`src/rtl/seg_scan_ctrl_if.sv`:
```
// Write-request bundle for the two requesters of seg_scan_ctrl.
// Ports: a_*/b_* valid, idx, data (requester -> ctrl), a_ready/b_ready (ctrl -> requester).
interface seg_scan_ctrl_if;
    logic       a_valid;
    logic [1:0] a_idx;
    logic [3:0] a_data;
    logic       a_ready;
    logic       b_valid;
    logic [1:0] b_idx;
    logic [3:0] b_data;
    logic       b_ready;

    modport master (
        output a_valid, a_idx, a_data,
        output b_valid, b_idx, b_data,
        input  a_ready, b_ready
    );

    modport slave (
        input  a_valid, a_idx, a_data,
        input  b_valid, b_idx, b_data,
        output a_ready, b_ready
    );
endinterface

```
`src/rtl/seg_scan_ctrl.sv`:
```
// 4-digit multiplexed 7-segment scan controller with a 2-requester
// round-robin write port into the digit register file.
// Ports: clk, reset (sync, active-low), bus (slave: a/b write handshakes),
//        blank_mask (per-digit blank), digit_sel, digit_data, anode
//        (active-low), scan_tick (end-of-digit-period pulse).
module seg_scan_ctrl #(
    parameter int DIV_W = 15,
    parameter int GUARD = 8
) (
    input  logic          clk,
    input  logic          reset,
    seg_scan_ctrl_if.slave bus,
    input  logic [3:0]    blank_mask,
    output logic [1:0]    digit_sel,
    output logic [3:0]    digit_data,
    output logic [3:0]    anode,
    output logic          scan_tick
);

    localparam logic [DIV_W-1:0] GUARD_LD = DIV_W'(GUARD);

    logic [DIV_W-1:0] r_div;
    logic [DIV_W-1:0] r_guard;
    logic [1:0]       r_sel;
    logic [3:0]       r_digit [4];
    // 0: A wins a tie, 1: B wins a tie
    logic             r_ptr;

    logic             w_tick;
    logic             w_a_gnt;
    logic             w_b_gnt;
    logic             w_wr;
    logic [1:0]       w_wr_idx;
    logic [3:0]       w_wr_data;
    logic [3:0]       w_anode_on;
    logic             w_blank;

    assign w_tick = reset && (r_div == '1);

    // Grants are gated by reset so nothing handshakes in a reset cycle.
    assign w_a_gnt = reset && bus.a_valid && (!bus.b_valid || !r_ptr);
    assign w_b_gnt = reset && bus.b_valid && (!bus.a_valid ||  r_ptr);

    assign w_wr      = w_a_gnt || w_b_gnt;
    assign w_wr_idx  = w_a_gnt ? bus.a_idx  : bus.b_idx;
    assign w_wr_data = w_a_gnt ? bus.a_data : bus.b_data;

    assign bus.a_ready = w_a_gnt;
    assign bus.b_ready = w_b_gnt;

    always_ff @(posedge clk) begin
        if (!reset) begin
            r_div   <= '0;
            r_sel   <= '0;
            r_guard <= GUARD_LD;
            r_ptr   <= 1'b0;
            for (int i = 0; i < 4; i++) begin
                r_digit[i] <= '0;
            end
        end else begin
            r_div <= r_div + DIV_W'(1);
            if (w_tick) begin
                r_sel   <= r_sel + 2'd1;
                r_guard <= GUARD_LD;
            end else if (r_guard != '0) begin
                r_guard <= r_guard - DIV_W'(1);
            end
            if (w_wr) begin
                r_digit[w_wr_idx] <= w_wr_data;
                // hand the tie-break to whoever did not just win
                r_ptr <= w_a_gnt;
            end
        end
    end

    always_comb begin
        w_anode_on = 4'b1111;
        unique case (r_sel)
            2'd0: w_anode_on = 4'b0111;
            2'd1: w_anode_on = 4'b1011;
            2'd2: w_anode_on = 4'b1101;
            2'd3: w_anode_on = 4'b1110;
        endcase
    end

    // Guard window keeps all anodes off right after a digit switch
    // so the previous digit's segments cannot ghost onto the new one.
    assign w_blank = blank_mask[r_sel] || (r_guard != '0);

    assign anode      = w_blank ? 4'b1111 : w_anode_on;
    assign digit_sel  = r_sel;
    assign digit_data = r_digit[r_sel];
    assign scan_tick  = w_tick;

endmodule

```
`src/flat_wrapper.sv`:
```
// flat-port wrapper written by rule: the top's interface ports become plain ports
module seg_scan_ctrl_flat 
#(
    parameter int DIV_W = 15,
    parameter int GUARD = 8
)
  (clk, reset, blank_mask, digit_sel, digit_data, anode, scan_tick, bus_a_valid, bus_a_idx, bus_a_data, bus_b_valid, bus_b_idx, bus_b_data, bus_a_ready, bus_b_ready);
  seg_scan_ctrl_if bus_i ();
  input  logic clk;
  input  logic reset;
  input  logic [3:0] blank_mask;
  output logic [1:0] digit_sel;
  output logic [3:0] digit_data;
  output logic [3:0] anode;
  output logic scan_tick;
  input wire logic [$bits(bus_i.a_valid)-1:0] bus_a_valid;
  input wire logic [$bits(bus_i.a_idx)-1:0] bus_a_idx;
  input wire logic [$bits(bus_i.a_data)-1:0] bus_a_data;
  input wire logic [$bits(bus_i.b_valid)-1:0] bus_b_valid;
  input wire logic [$bits(bus_i.b_idx)-1:0] bus_b_idx;
  input wire logic [$bits(bus_i.b_data)-1:0] bus_b_data;
  output wire logic [$bits(bus_i.a_ready)-1:0] bus_a_ready;
  output wire logic [$bits(bus_i.b_ready)-1:0] bus_b_ready;
  assign bus_i.a_valid = bus_a_valid;
  assign bus_i.a_idx = bus_a_idx;
  assign bus_i.a_data = bus_a_data;
  assign bus_i.b_valid = bus_b_valid;
  assign bus_i.b_idx = bus_b_idx;
  assign bus_i.b_data = bus_b_data;
  assign bus_a_ready = bus_i.a_ready;
  assign bus_b_ready = bus_i.b_ready;
  seg_scan_ctrl #(.DIV_W(DIV_W), .GUARD(GUARD)) u_core (.clk(clk), .reset(reset), .bus(bus_i), .blank_mask(blank_mask), .digit_sel(digit_sel), .digit_data(digit_data), .anode(anode), .scan_tick(scan_tick));
endmodule
```
`config.mk`:
```
export PLATFORM = sky130hd
export DESIGN_NAME = seg_scan_ctrl_flat
export DESIGN_NICKNAME = d
export VERILOG_FILES = /design/src/rtl/seg_scan_ctrl_if.sv /design/src/rtl/seg_scan_ctrl.sv /design/src/flat_wrapper.sv
export SDC_FILE = /design/constraint.sdc
export NUM_CORES = 1
export LEC_CHECK = 0
export ABC_AREA = 1
export BUFFER_PORTS_ARGS = -buffer_cell sky130_fd_sc_hd__buf_4
export CAP_MARGIN = 20
export CORE_ASPECT_RATIO = 0.5
export CORE_MARGIN = 5
export CORE_UTILIZATION = 50
export CTS_BUF_LIST = sky130_fd_sc_hd__clkbuf_8 sky130_fd_sc_hd__clkbuf_16
export CTS_CLUSTER_DIAMETER = 80
export DETAILED_ROUTE_END_ITERATION = 8
export PLACE_DENSITY = 0.74
export SYNTH_ARGS = -nofsm -noshare
export SYNTH_HDL_FRONTEND = slang
export SYNTH_SLANG_ARGS = --single-unit
```
`constraint.sdc`:
```
create_clock -name clk -period 1.3 [get_ports clk]
set_input_delay 0.065 -clock clk [delete_from_list [all_inputs] [get_ports clk]]
set_output_delay 0.065 -clock clk [all_outputs]
set_load 0.03 [all_outputs]
```
==> impl_metrics.tcl, run 1 <==
set metrics [dict create \
    status "finished, violations left" \
    violations "negative setup slack" \
    slew_headroom_pct 77.27 \
    syn_nets 358 \
    cts_root_buf "clkbuf_8" \
    num_antenna_cells 0 \
    fin_util_pct 81.22 \
    synth-main-ff-cell "dfxtp_1" \
    portBuffers 32 \
    die_area_sq_um 6675 \
    holdBufCountCts 0 \
    htreeDepth 2 \
    arrival_ps 1740 \
    grt_max_degree 18 \
    synth_cells 332 \
    gr-usage-met1_pct 21.37 \
    areaGrowthSynthToFinish_pct 57.46 \
    wl_mm 8.186 \
    clk_latency_ps 340 \
    clk_path_buf_depth 2 \
    tritoncts "yes" \
    slowest_delay_ps 390 \
    globalRouteMet3Util_pct 5.460 \
    place_area_sq_um 3299 \
    die_x_um 110.6 \
    synthArstFlopShare_pct 0 \
    wl_per_cell_um 16.44 \
    worst_slew_pin_slew_ps 337.4 \
    synth_top_area_cell "dfxtp_1" \
    drv_slew 0 \
    setup_viol 61 \
    powerDensity_nw_per_um2 1399 \
    worstPathRequired_ps 1240 \
    gp_congestion 0.8376 \
    cts.clk_slew.worst_paths_ps 110 \
    synth.most_common_cell "nand2_1" \
    end_kind "primary output" \
    drt_iter0_drc 171 \
    first_pass_iters 5 \
    slowest_stage "dfxtp_2" \
    antenna_found_initial 0 \
    vias 2658 \
    hp-class "input pin to register" \
    grt_pass1_vias 2446 \
    grt_setup_unrepaired "true" \
    synth_common_cells "74 x nand2_1, 71 x nor2_1, 39 x inv_1" \
    grtUsageTotal_pct 20.03 \
    cts_buffers 5 \
    fmax_mhz 552.8 \
    numPlacedInstances 477 \
    fin_area_sq_um 3988 \
    path_cells "inv_1, o21ai_0, o22ai_1, nor2_4, nand2_2, buf_6" \
    routed_via_density 5.337 \
    grt_pass1_wl_mm 10.63 \
    finalNonFillerCells 498 \
    grt_use_met2_pct 38.19 \
    drive_above_1_share_pct 48.60 \
    post-route-period-util_pct 139.1 \
    finalNetCount 453 \
    antenna_left 0 \
    synth_seq_area_share_pct 46.64 \
    drv_cap 0 \
    crit_type "register to primary output" \
    fin_ws_ps -508.9 \
    hpwl_mm 4.416 \
    p_leak_uw 0.001799 \
    die_h_um 60.33 \
    avgSynthCellArea_sq_um 7.628 \
    drc 0 \
    critPathLaunchType "register" \
    synth-edff-count 16 \
    core_sq_um 4910 \
    synth_cell_types 32 \
    io_pins 33 \
    peakVddDrop_mv 0.9866 \
    start_util_pct 51.58 \
    ys_seq_elements 51 \
    synth.top_cell.area_share_pct 27.67 \
    hold_violations 0 \
    grt-busiest-layer "met2" \
    netlist_area_sq_um 2532 \
    fin_skew_ps 20.93 \
    row_count 18 \
    crit_fanout 5 \
    post-route-min-period_ps 1809 \
    ys_warn_count 0 \
    grt-ovfl-total 0 \
    synth.area.top_cells "dfxtp_1 28%, edfxtp_1 19%, nand2_1 11%" \
    clock_sinks 51 \
]
what timing repair did:
item	in CTS	in global routing
pin swaps	26	27
setup buffers	6	9
endpoints found under the hold margin	0	0
endpoints found under the setup margin	51	67
cloned	1	0
resized for setup	60	87
flip-flops by register name (all words and copies together) (netlist names), named ones only:
signal            cells
u_core.digit_sel      2
u_core.r_digit       16
u_core.r_div         15
u_core.r_guard       15
u_core.r_ptr          1
routing by layer:
metal / vias to the layer above / share of wire (%)
li1: 1255 / -
met3: 35 / 6.3
met5: - / 0
met4: 0 / 3.6
met1: 1250 / 38
met2: 118 / 52
kinds of logic after synthesis:
family / count (synthesis) / share of synthesized area (%)
adder cells (fa/ha/maj): 6 / 2.964
buffers and inverters: 45 / 7.905
flip-flops: 51 / 46.64
AO/OA/AOI/OAI: 42 / 9.091
XOR/XNOR: 7 / 2.421
multiplexers: 1 / 0.3953
AND/OR/NAND/NOR: 180 / 30.58
critical path, delay by kind of cell (launching register included):
kind | cells | cell delay, ps
compound gates | 2 | 480
buf+inv | 2 | 250
flops | 1 | 390
simple gates | 2 | 290
placed cells by master (no fill, tap or decap), types with 3 or more instances in the layout:
cell and instances:
buf_4 69, nand2_1 52, nor2_1 43, inv_1 27, buf_6 22, dfxtp_1 21, nor2_4 19, edfxtp_1 16
nor2_2 15, nand2_4 14, dfxtp_2 13, nand3_1 9, a21oi_1 9, nand2_2 8, inv_2 8, o21ai_1 8
o21ai_0 7, o21ai_2 6, xor2_1 6, nand3_4 5, clkbuf_8 5, nand4_1 4, ha_1 4, inv_4 3
o22ai_1 3, nand2_8 3, nand3b_1 3
metrics by stage:
stage               TNS, ps  hold slack, ps  total power (uW)  worst slack [ps]
floorplan            -928.9           282.6              3079            -40.87
global placement      -1109           416.7              3771            -112.9
detailed placement    -2211           437.5              3832            -136.6
CTS                   -5507           141.7              5179            -334.9
global route         -15410           151.5              5913            -595.5
finish               -11540           147.8              5577            -508.9
where the power goes:
| group | switching [uW] | leakage (uW) | total, uW | internal [uW] |
|---|---|---|---|---|
| registers | 159 | 0.000460 | 2010 | 1850 |
| clock network | 628 | 0.0000530 | 1130 | 504 |
| logic | 1280 | 0.00129 | 2440 | 1160 |
| total | 2070 | 0.00180 | 5580 | 3510 |
layout make-up:
class / instances / area, sq um
well taps: 70 / 87.58
clock inverters: 2 / 16.27
clock buffers: 6 / 93.84
inverters: 40 / 167.7
repair buffers: 93 / 813.3
fillers: 286 / 922.1
multi-input cells: 236 / 1608
flip-flops and latches: 51 / 1201
worst paths after layout:
path	start	end	slack (ps)	cells past startpoint
worst min-delay path	bus_b_data[1]	u_core.r_digit[3][1]	150	3
worst max register to register	u_core.r_ptr	u_core.r_digit[0][1]	-230	9
worst max-delay path	u_core.digit_sel[0]	anode[3]	-510	6
worst min register to register	u_core.r_guard[14]	u_core.r_guard[14]	460	2
No activity file was read; power rests on OpenSTA's default activity.
==> run 2: changes to the inputs <==
Settings changed: CORE_MARGIN 5 to unset, CORE_UTILIZATION 50 to 25, PLACE_DENSITY 0.74 to 0.5.
==> impl_metrics.tcl, run 2 (synthesis gave the netlist of run 1 again) <==
set metrics [dict create \
    hpwl_mm 4.341 \
    cts_root_buf "clkbuf_16" \
    worst_slew_pin_slew_ps 347.5 \
    power_uw 6215 \
    cts_buffers 5 \
    fin_ws_ps -306.9 \
    start_util_pct 26.29 \
    wl_mm 6.160 \
    die_area_sq_um 10560 \
    p_leak_uw 0.001895 \
    drc 0 \
    clk_path_buf_depth 2 \
    crit_top_cell "inv_2" \
    finalNetCount 464 \
    powerDensity_nw_per_um2 1481 \
    clk_latency_ps 300 \
    drv_cap 0 \
    first_pass_iters 4 \
    path_cells "inv_2, ha_4, nand3_2, inv_2, nand4_1, nor2_4, nand2_2, buf_6" \
    grt_setup_unrepaired "true" \
    hold_violations 0 \
    post-route-min-period_ps 1607 \
    status "finished, violations left" \
    gp_congestion 0.7648 \
    num-fill-cells 984 \
    antenna_left 0 \
    hp-class "input pin to register" \
    slowest_stage "dfxtp_2" \
    routed_via_density 4.202 \
    violations "negative setup slack" \
    rr_worst_depth 10 \
    critPathLaunchType "register" \
    end_kind "primary output" \
    antenna_found_initial 0 \
    layout_common_cells "79 x buf_4, 42 x nand2_1, 36 x nor2_1, 29 x inv_1, 23 x buf_6" \
    tritoncts "yes" \
    wl_per_cell_um 10.73 \
    die_h_um 73.17 \
    critPathBufInv 3 \
    largest_register_ffs 16 \
    grt_pass1_vias 2358 \
    areaGrowthSynthToFinish_pct 65.76 \
    portBuffers 32 \
    vias 2412 \
    place_area_sq_um 3446 \
    num_antenna_cells 0 \
    drive_above_1_share_pct 53.30 \
    peakVddDrop_mv 0.5636 \
    fin_area_sq_um 4198 \
    clock_sinks 51 \
    post-route-period-util_pct 123.6 \
    drv_slew 0 \
    io_pins 33 \
    worstPathRequired_ps 1240 \
    layout_commonest_cell "buf_4" \
    slowest_delay_ps 320 \
    path_delay_family "simple AND/OR/NAND/NOR gates" \
    drt_iter0_drc 81 \
    finalNonFillerCells 574 \
    fin_skew_ps 9.285 \
    crit_type "register to primary output" \
    arrival_ps 1540 \
    htreeDepth 2 \
    grt_max_degree 17 \
    numPlacedInstances 549 \
    setup_viol 46 \
    core_sq_um 9634 \
    top_regs "u_core.r_digit x16, u_core.r_div x15, u_core.r_guard x15" \
    hold_depth 3 \
    slew_headroom_pct 76.75 \
    grt-ovfl-total 0 \
    row_count 25 \
    regMostFlops "u_core.r_digit" \
    cts.clk_slew.worst_paths_ps 70 \
    grtUsageTotal_pct 12.73 \
    crit_fanout 4 \
    fmax_mhz 622.3 \
    die_x_um 144.3 \
    cp.depth 8 \
    grt_pass1_wl_mm 10.40 \
]
run 2: metrics by stage:
stage	hold slack, ps	setup TNS [ps]	utilization, %	setup slack [ps]
after global routing	134.7	-9044	43.57	-421.1
after CTS	116.3	-3516	40.27	-328.6
after global placement	422.7	-1986	35.77	-158.9
final	123.9	-5259	43.57	-306.9
after detailed placement	427.7	-2274	35.77	-150.4
after floorplan	282.6	-928.9	-	-40.87
run 2: final cells by class:
type / instances / area [sq um] / share of cell area, %
Timing Repair Buffer: 104 / 892.1 / 21.25
Clock inverter: 3 / 21.27 / 0.5067
Sequential cell: 51 / 1202 / 28.64
Multi-Input combinational cell: 236 / 1625 / 38.72
Tap cell: 135 / 168.9 / 4.024
Inverter: 40 / 162.7 / 3.875
Clock buffer: 5 / 125.1 / 2.981
run 2: tightest hold or removal path: stages:
cell and delay (ps):
buf_4 80, o21ai_2 50, nor2_2 100
run 2: final timing paths:
path,from,end,slack [ps]
min reg2reg,u_core.r_div[11],u_core.r_div[11],490
max reg2reg,u_core.r_div[0],u_core.r_guard[8],-200
max,u_core.r_guard[1],anode[3],-310
min,bus_a_data[1],u_core.r_digit[3][1],120
run 2: power breakdown:
group          internal [uW]  leakage [uW]  total (uW)  switching, uW
logic                   1460       0.00136        2870           1410
clock network            715     0.0000752        1350            634
registers               1850      0.000460        2000            147
run 2: metal layers:
layer  vias up  part of all wire [%]  track usage (%)
met2        18                    49            21.42
met5         -                     0                0
met4         0                   2.2            5.497
met1      1095                    46            15.57
met3        12                   2.5            3.215
li1       1287                     -                -
run 2: repair_timing:
item,CTS,global route
endpoints found under the setup margin,52,65
setup buffers,24,7
pin swaps,30,28
gates resized for setup,68,89
hold buffers,0,0
==> run 3: changes to the inputs <==
--- a/config.mk
+++ b/config.mk
@@ -10,4 +10,5 @@
 export CAP_MARGIN = 20
 export CORE_ASPECT_RATIO = 0.5
+export CORE_MARGIN = 4
 export CORE_UTILIZATION = 25
 export CTS_BUF_LIST = sky130_fd_sc_hd__clkbuf_8 sky130_fd_sc_hd__clkbuf_16
==> constraint.sdc (replaced) <==
create_clock -name clk -period 1.3 [get_ports clk]
set_input_delay 0.065 -clock clk [delete_from_list [all_inputs] [get_ports clk]]
set_output_delay 0.065 -clock clk [all_outputs]
set_load 0.02 [all_outputs]
==> impl_metrics.tcl, run 3 (synthesis gave the netlist of run 1 again) <==
set metrics [dict create \
    status "finished, violations left" \
    violations "negative setup slack" \
    routed_via_density 4.138 \
    fin_setup_tns_ps -4890 \
    antenna_found_initial 0 \
    grtUsageTotal_pct 10.79 \
    fin_ws_ps -241.1 \
    multiInputGateArea_sq_um 1612 \
    layout_common_cells "76 x buf_4, 53 x nand2_1, 41 x nor2_1, 29 x inv_1, 25 x buf_6" \
    grt_max_degree 18 \
    areaGrowthSynthToFinish_pct 65.86 \
    critPathLaunchType "register" \
    tritoncts "yes" \
    drt_iter0_drc 73 \
    drv_slew 0 \
    die_h_um 79.17 \
    clk_path_buf_depth 2 \
    cts_buffers 5 \
    wl_per_cell_um 10.78 \
    htreeDepth 2 \
    io_pins 33 \
    hp-class "input pin to register" \
    drv_cap 0 \
    core_sq_um 9666 \
    post-route-period-util_pct 118.5 \
    setup_viol 51 \
    powerDensity_nw_per_um2 1393 \
    cp.depth 8 \
    hold_violations 0 \
    cts.clk_slew.worst_paths_ps 70 \
    path_cells "nor2_2, nand2_2, nor2_2, nand4_1, nor2_2, buf_4, nand2_1, buf_6" \
    grt_pass1_vias 2385 \
    critPathBufInv 2 \
    slowest_delay_ps 320 \
    top_regs "u_core.r_digit x16, u_core.r_div x15, u_core.r_guard x15" \
    power_uw 5850 \
    largest_register_ffs 16 \
    clock_sinks 51 \
    antenna_left 0 \
    num-fill-cells 947 \
    portBuffers 32 \
    worst_slew_pin_slew_ps 316.1 \
    fmax_mhz 648.9 \
    hold_ws_ps 147.8 \
    die_area_sq_um 11900 \
    clk_latency_ps 300 \
    finalNetCount 464 \
    layout_commonest_cell "buf_4" \
    gp_congestion 0.7192 \
    die_x_um 150.3 \
    fin_skew_ps 3.974 \
    hold_depth 3 \
    crit_top_cell "nor2_2" \
    arrival_ps 1480 \
    ff_latch_area_sq_um 1202 \
    regMostFlops "u_core.r_digit" \
    first_pass_iters 4 \
    grt_setup_unrepaired "true" \
    row_count 25 \
    vias 2375 \
    num_antenna_cells 0 \
    drc 0 \
    crit_type "register to primary output" \
    worstPathRequired_ps 1240 \
    end_kind "primary output" \
    post-route-min-period_ps 1541 \
    crit_fanout 3 \
    peakVddDrop_mv 0.7036 \
    cts_root_buf "clkbuf_16" \
    slowest_stage "dfxtp_1" \
    slew_headroom_pct 78.91 \
    start_util_pct 26.20 \
    drive_above_1_share_pct 49.66 \
    grt_pass1_wl_mm 10.33 \
    hpwl_mm 4.540 \
    path_delay_family "simple AND/OR/NAND/NOR gates" \
    p_leak_uw 0.001841 \
    grt-ovfl-total 0 \
    rr_worst_depth 10 \
    wl_mm 6.187 \
]
[run 3: cell count changes in the layout (fill, tap and decap cells not counted), moves of 5 or more]
cell / delta
o21ai_1: -5
dfxtp_2: -6
nand2_2: -9
nor2_1: +5
nand2_1: +11
[run 3: worst register-to-register path, delay by kind of cell, from the launching register on]
family	cells	cell delay (ps)
DFF	1	370
and+or+nand+nor	7	580
adders and majority gates	1	140
buffers and inverters	2	270
[run 3: timing repair]
action,CTS,global route
resized for setup,65,89
pin swaps,33,27
endpoints found under the hold margin,0,0
hold buffers,0,0
setup buffers,11,7
gates cloned,1,0
setup endpoints to repair,49,63
[run 3: final cells by class]
| type | instances | area share, % |
|---|---|---|
| clock buffers | 5 | 2.979 |
| inverters | 40 | 3.873 |
| clock inverters | 3 | 0.5362 |
| repair buffers | 104 | 21.60 |
| multi-input cells | 236 | 38.37 |
| flip-flops and latches | 51 | 28.63 |
| well taps | 135 | 4.021 |
[run 3: final timing paths]
path | start | to | slack [ps]
worst max-delay path | u_core.r_guard[11] | anode[0] | -240
worst min-delay path | bus_a_data[1] | u_core.r_digit[3][1] | 150
worst max register to register | u_core.r_div[0] | u_core.r_guard[2] | -160
worst min register to register | u_core.r_guard[14] | u_core.r_guard[14] | 470
[run 3: power breakdown]
| group | switching, uW | internal [uW] |
|---|---|---|
| sequential | 131 | 1840 |
| clock | 636 | 724 |
| combinational | 1250 | 1270 |
[run 3: metrics by stage]
step,instance area [sq um],setup WS (ps),instances,utilization (%)
3_3_place_gp,3423,-100.7,551,35.42
3_5_place_dp,3423,-126.8,551,35.42
2_1_floorplan,2611,-28.15,332,-
4_1_cts,3892,-288.8,570,40.27
6_report,4200,-241.1,574,43.46
5_1_grt,4200,-364.0,574,43.46
[run 3: layer usage]
layer,track usage (%),routed length (um),vias to the layer above
met5,0,0,-
met4,3.376,99,0
met3,2.794,149,10
met2,19.74,3097,17
met1,12.36,2840,1069
li1,-,-,1279
